### src/rtl/credit_pkg.sv
// credit_pkg: constants and helpers shared by the credit write/read controllers
// and the downstream credit FIFO.
//   DEF_DATA_WIDTH   - default payload width
//   DEF_INIT_CREDITS - default FIFO depth, i.e. credits held after reset
//   credit_width(n)  - bits needed to hold a credit count in the range 0..n
package credit_pkg;

  localparam int unsigned DEF_DATA_WIDTH   = 8;
  localparam int unsigned DEF_INIT_CREDITS = 16;

  // Count must reach n itself, hence n+1 states.
  function automatic int unsigned credit_width(input int unsigned n);
    return $clog2(n + 1);
  endfunction

endpackage

### src/rtl/credit_write_ctrl_if.sv
// credit_write_ctrl_if: producer handshake plus credit-FIFO write side.
//   in_data/in_valid/in_ready - producer word handshake
//   wdata/wvalid              - write strobe toward the credit FIFO
//   wcredit                   - credit return pulse from the FIFO
// master: the environment (producer + FIFO); slave: the controller.
interface credit_write_ctrl_if #(
  parameter int unsigned DATA_WIDTH = 8
) ();

  logic [DATA_WIDTH-1:0] in_data;
  logic                  in_valid;
  logic                  in_ready;
  logic [DATA_WIDTH-1:0] wdata;
  logic                  wvalid;
  logic                  wcredit;

  modport master (
    output in_data,
    output in_valid,
    output wcredit,
    input  in_ready,
    input  wdata,
    input  wvalid
  );

  modport slave (
    input  in_data,
    input  in_valid,
    input  wcredit,
    output in_ready,
    output wdata,
    output wvalid
  );

endinterface

### src/rtl/credit_counter.sv
// credit_counter: credit pool shared by the write and read credit controllers.
//   clk, reset - clock, synchronous active-high reset
//   inc        - one credit returned this cycle
//   dec        - one credit consumed this cycle (caller only asserts it when count != 0)
//   count      - current credits, INIT_CREDITS after reset
//   overflow   - sticky: a credit came back while the pool was already full
module credit_counter
  import credit_pkg::*;
#(
  parameter int unsigned INIT_CREDITS = DEF_INIT_CREDITS
) (
  input  logic                                  clk,
  input  logic                                  reset,
  input  logic                                  inc,
  input  logic                                  dec,
  output logic [credit_width(INIT_CREDITS)-1:0] count,
  output logic                                  overflow
);

  localparam int unsigned     CW  = credit_width(INIT_CREDITS);
  localparam logic [CW-1:0]   MAX = CW'(INIT_CREDITS);

  // next = count - dec + inc, saturating at MAX (flagged) and floored at 0.
  always_ff @(posedge clk) begin
    if (reset) begin
      count    <= MAX;
      overflow <= 1'b0;
    end else begin
      case ({inc, dec})
        2'b10: begin
          if (count == MAX) begin
            overflow <= 1'b1;
          end else begin
            count <= count + CW'(1);
          end
        end
        2'b01: begin
          if (count != '0) begin
            count <= count - CW'(1);
          end
        end
        default: ;
      endcase
    end
  end

endmodule

### src/rtl/credit_write_ctrl.sv
// credit_write_ctrl: buffers producer words and issues them to a credit-based
// FIFO write port, one word per available credit.
//   clk, reset    - clock, synchronous active-high reset
//   bus (slave)   - in_data/in_valid/in_ready producer side,
//                   wdata/wvalid write strobe, wcredit credit return
//   credits_avail - credits currently held
//   overflow_err  - sticky: more credits returned than INIT_CREDITS
// BUF_DEPTH must be a power of two and at least 2 so pointers wrap for free.
module credit_write_ctrl
  import credit_pkg::*;
#(
  parameter int unsigned DATA_WIDTH   = DEF_DATA_WIDTH,
  parameter int unsigned INIT_CREDITS = DEF_INIT_CREDITS,
  parameter int unsigned BUF_DEPTH    = 2
) (
  input  logic                                  clk,
  input  logic                                  reset,
  credit_write_ctrl_if.slave                    bus,
  output logic [credit_width(INIT_CREDITS)-1:0] credits_avail,
  output logic                                  overflow_err
);

  localparam int unsigned   PW   = $clog2(BUF_DEPTH);
  localparam int unsigned   OW   = PW + 1;
  localparam logic [OW-1:0] FULL = OW'(BUF_DEPTH);

  logic [DATA_WIDTH-1:0] mem [BUF_DEPTH];
  logic [PW-1:0]         wr_ptr;
  logic [PW-1:0]         rd_ptr;
  logic [OW-1:0]         occ;
  logic [OW-1:0]         occ_next;
  logic                  push;
  logic                  pop;
  logic                  in_ready_q;
  logic                  wvalid_q;
  logic [DATA_WIDTH-1:0] wdata_q;

  // Handshake and issue decisions use registered state only.
  assign push = bus.in_valid && in_ready_q;
  assign pop  = (occ != '0) && (credits_avail != '0);

  // Occupancy after this cycle's push/pop.
  always_comb begin
    occ_next = occ;
    case ({push, pop})
      2'b10:   occ_next = occ + OW'(1);
      2'b01:   occ_next = occ - OW'(1);
      default: ;
    endcase
  end

  // Buffer pointers, occupancy and registered ready; ready is low for the
  // reset cycle and tracks occupancy afterwards.
  always_ff @(posedge clk) begin
    if (reset) begin
      wr_ptr     <= '0;
      rd_ptr     <= '0;
      occ        <= '0;
      in_ready_q <= 1'b0;
    end else begin
      if (push) begin
        wr_ptr <= wr_ptr + PW'(1);
      end
      if (pop) begin
        rd_ptr <= rd_ptr + PW'(1);
      end
      occ        <= occ_next;
      in_ready_q <= (occ_next < FULL);
    end
  end

  // Storage needs no reset: emptiness is defined by the pointers/occupancy.
  always_ff @(posedge clk) begin
    if (push) begin
      mem[wr_ptr] <= bus.in_data;
    end
  end

  // Issue register: one strobe per pop, data holds between strobes.
  always_ff @(posedge clk) begin
    if (reset) begin
      wvalid_q <= 1'b0;
      wdata_q  <= '0;
    end else begin
      wvalid_q <= pop;
      if (pop) begin
        wdata_q <= mem[rd_ptr];
      end
    end
  end

  assign bus.in_ready = in_ready_q;
  assign bus.wvalid   = wvalid_q;
  assign bus.wdata    = wdata_q;

  credit_counter #(
    .INIT_CREDITS (INIT_CREDITS)
  ) u_credit_counter (
    .clk      (clk),
    .reset    (reset),
    .inc      (bus.wcredit),
    .dec      (pop),
    .count    (credits_avail),
    .overflow (overflow_err)
  );

endmodule

### src/flat_wrapper.sv
// flat-port wrapper written by rule: the top's interface ports become plain ports
module credit_write_ctrl_flat import credit_pkg::*;
#(
  parameter int unsigned DATA_WIDTH   = DEF_DATA_WIDTH,
  parameter int unsigned INIT_CREDITS = DEF_INIT_CREDITS,
  parameter int unsigned BUF_DEPTH    = 2
)
  (clk, reset, credits_avail, overflow_err, bus_in_data, bus_in_valid, bus_wcredit, bus_in_ready, bus_wdata, bus_wvalid);
  credit_write_ctrl_if #(.DATA_WIDTH(DATA_WIDTH)) bus_i ();
  input  logic clk;
  input  logic reset;
  output logic [credit_width(INIT_CREDITS)-1:0] credits_avail;
  output logic overflow_err;
  input wire logic [$bits(bus_i.in_data)-1:0] bus_in_data;
  input wire logic [$bits(bus_i.in_valid)-1:0] bus_in_valid;
  input wire logic [$bits(bus_i.wcredit)-1:0] bus_wcredit;
  output wire logic [$bits(bus_i.in_ready)-1:0] bus_in_ready;
  output wire logic [$bits(bus_i.wdata)-1:0] bus_wdata;
  output wire logic [$bits(bus_i.wvalid)-1:0] bus_wvalid;
  assign bus_i.in_data = bus_in_data;
  assign bus_i.in_valid = bus_in_valid;
  assign bus_i.wcredit = bus_wcredit;
  assign bus_in_ready = bus_i.in_ready;
  assign bus_wdata = bus_i.wdata;
  assign bus_wvalid = bus_i.wvalid;
  credit_write_ctrl #(.DATA_WIDTH(DATA_WIDTH), .INIT_CREDITS(INIT_CREDITS), .BUF_DEPTH(BUF_DEPTH)) u_core (.clk(clk), .reset(reset), .bus(bus_i), .credits_avail(credits_avail), .overflow_err(overflow_err));
endmodule
### config.mk
export PLATFORM = sky130hd
export DESIGN_NAME = credit_write_ctrl_flat
export DESIGN_NICKNAME = d
export VERILOG_FILES = /design/src/rtl/credit_pkg.sv /design/src/rtl/credit_write_ctrl_if.sv /design/src/rtl/credit_counter.sv /design/src/rtl/credit_write_ctrl.sv /design/src/flat_wrapper.sv
export SDC_FILE = /design/constraint.sdc
export NUM_CORES = 1
export LEC_CHECK = 0
export CAP_MARGIN = 20
export CORE_ASPECT_RATIO = 0.6
export CORE_MARGIN = 2
export CORE_UTILIZATION = 37
export DETAILED_ROUTE_END_ITERATION = 8
export SYNTH_ARGS = -nofsm -noshare
export SYNTH_HDL_FRONTEND = slang
export SYNTH_SLANG_ARGS = --single-unit
### constraint.sdc
create_clock -name clk -period 2.6 [get_ports clk]
set_clock_uncertainty 0.2 [all_clocks]
set_input_delay 0.39 -clock clk [delete_from_list [all_inputs] [get_ports clk]]
set_output_delay 0.39 -clock clk [all_outputs]
set_load 0.01 [all_outputs]
==> results.sh, run 1 <==
export IMPL_clkLatencyLatePin_ps=270
export IMPL_max_slew_margin=0.633
export IMPL_io_pins=28
export IMPL_cts_tree="built"
export IMPL_async_reset_ff_frac=0
export IMPL_outcome="complete, no violations"
export IMPL_worstPathMaxFanout=5
export IMPL_routed_via_density=4.99
export IMPL_rows=17
export IMPL_hpwl_um=2090
export IMPL_fin_crit_ps=2310
export IMPL_final_common_cell="clkdlybuf4s50_1"
export IMPL_area_growth_syn_to_layout_pct=29.6
export IMPL_cts_hold_buffers=0
export IMPL_yosysWarnings=0
export IMPL_nets=178
export IMPL_synth_distinct_cells=31
export IMPL_wire_per_inst_um=13.2
export IMPL_drive_gt1_frac=0.129
export IMPL_fillers=332
export IMPL_yosysSeqAreaShare=0.591
export IMPL_ant_nets=0
export IMPL_synth_edff_count=16
export IMPL_utilization=0.513
export IMPL_cts_buffers_inserted=5
export IMPL_netlist_area_mm2=0.00149
export IMPL_gr_total_overflow=0
export IMPL_ir_worst_vdd_mv=0.419
export IMPL_dr_pass1_iters=4
export IMPL_grt_max_degree=20
export IMPL_drv_cap=0
export IMPL_antennaDiodeCount=0
export IMPL_cts_sinks=36
export IMPL_core_area_mm2=0.00376
export IMPL_clock_root_buffer="clkbuf_8"
export IMPL_final_cell_mix="27 x clkdlybuf4s50_1, 23 x nor2_1, 20 x dfxtp_1, 16 x edfxtp_1"
export IMPL_die_y_um=53.2
export IMPL_syn_num_nets=141
export IMPL_cp_arrival_ps=2310
export IMPL_antenna_found_initial=0
export IMPL_portBuffers=27
export IMPL_start_kind="flop"
export IMPL_dieArea_mm2=0.00457
export IMPL_syn_inst=126
export IMPL_end_kind="flop"
export IMPL_cts_buffer_depth=2
export IMPL_die_w_um=86.0
export IMPL_post_cts_buffers=0
export IMPL_start_util=0.396
export IMPL_avgSynthCellArea_um2=11.8
export IMPL_grt_usage=0.134
export IMPL_grt_pass1_vias=954
export IMPL_critical_path_class="reg -> reg"
export IMPL_synth_flop_cell="dfxtp_1"
export IMPL_tightest_slew_ps=550
export IMPL_gp_congestion=0.825
export IMPL_slew_violations=0
export IMPL_drcViolationCount=0
export IMPL_crit_required_ps=2590
export IMPL_finalSetupViolations=0
export IMPL_power_density_mw_per_mm2=1220
export IMPL_grt_pass1_wl_um=4510
export IMPL_fmax_mhz=433
export IMPL_grt_setup_unrepaired="false"
export IMPL_via_count=1047
export IMPL_fin_crit_sh=0.889
export IMPL_leakage_nw=0.707
export IMPL_cts_htree_levels=2
export IMPL_finalSetupTns_ps=0
export IMPL_hold_viol=0
export IMPL_yosys_register_bits=36
export IMPL_hp_class="reg -> reg"
export IMPL_clk_pin_slew_ps=70
export IMPL_cts_resized_gates=0
export IMPL_wirelength_um=2770
export IMPL_drt_iter0_markers=27
==> routing by layer <==
metal,part of all wire,track usage,vias up
met1,0.50,0.183,497
met2,0.44,0.200,22
met5,0,0,-
met4,0.0025,0.0317,0
li1,-,-,526
met3,0.052,0.0515,2
==> sequential cells by signal, indices dropped and copies added (netlist names), 2 cells and up <==
register,flops
u_core.mem,16
u_core.u_credit_counter.count,5
u_core.bus.wdata,8
u_core.occ,2
==> per-stage QoR <==
stage                     instance area, um2  setup WS [ps]  instances  hold slack (ps)  total power (W)
final                                   1930            289        210              298          0.00236
after global routing                    1930            145        210              317          0.00253
after CTS                               1930            274        210              306          0.00238
after detailed placement                1860           23.9        203              294          0.00202
after global placement                  1860            103        203              270          0.00199
after floorplan                         1490            208        126              289          0.00159
==> layout make-up <==
type | count | area, um2 | share of cell area
multi-input combinational | 82 | 574 | 0.297
sequential | 36 | 881 | 0.456
clock inverter | 1 | 5.00 | 0.00259
tap | 47 | 58.8 | 0.0304
inverter | 3 | 11.3 | 0.00583
clock buffer | 6 | 72.6 | 0.0375
timing repair buffer | 35 | 330 | 0.171
==> worst max-delay path, cell delays in order (launching register included) <==
cell	delay, ps
dfxtp_1	390
nor4_4	310
a21oi_1	120
mux2_2	270
ha_1	210
or2_2	290
a21oi_1	190
nor4_1	80
nor3_1	170
==> cells in the mapped netlist, types with 2 or more instances <==
cell type,count,area [um2]
a211oi_1,9,67.6
a21oi_1,4,20.0
and2_1,3,18.8
buf_1,2,7.51
buf_2,2,10.0
dfxtp_1,20,400
edfxtp_1,16,480
ha_1,3,37.5
inv_1,3,11.3
mux2i_1,9,90.1
nand2_1,4,15.0
nor2_1,23,86.3
nor3_1,2,10.0
nor4_1,2,12.5
o21ai_0,2,10.0
xnor2_1,4,35.0
xor2_1,4,35.0
==> final timing paths <==
| path | start | end | slack [ps] | depth (start not counted) |
|---|---|---|---|---|
| max | u_core.u_credit_counter.count[0] | u_core.u_credit_counter.count[4] | 290 | 8 |
| max reg2reg | u_core.u_credit_counter.count[0] | u_core.u_credit_counter.count[4] | 290 | 8 |
| min reg2reg | u_core.bus.wdata[6] | u_core.bus.wdata[6] | 300 | 2 |
| min | u_core.bus.wdata[6] | u_core.bus.wdata[6] | 300 | 2 |
==> logic make-up (layout without fill, tap and decap cells) <==
| logic type | count (synthesis) | in the layout | share of synthesized area |
|---|---|---|---|
| AO/OA/AOI/OAI | 22 | 22 | 0.111 |
| XOR/XNOR | 8 | 8 | 0.0470 |
| adder cells (fa/ha/maj) | 3 | 3 | 0.0252 |
| buffers and inverters | 8 | 45 | 0.0243 |
| flip-flops | 36 | 36 | 0.591 |
| multiplexers | 11 | 11 | 0.0780 |
| AND/OR/NAND/NOR | 38 | 38 | 0.124 |
==> power by group <==
| part | switching, W | total [W] | internal, W |
|---|---|---|---|
| sequential | 0.000141 | 0.000903 | 0.000762 |
| clock | 0.000171 | 0.000353 | 0.000182 |
| combinational | 0.000511 | 0.00110 | 0.000589 |
| total | 0.000824 | 0.00236 | 0.00153 |
Note: power is estimated with default switching activity, not from simulation.
==> inputs of run 2 (changes only) <==
- CAP_MARGIN: 20 -> not set
==> results of run 2 <==
No change in the layout: final DEF, timing and power equal those of run 1.
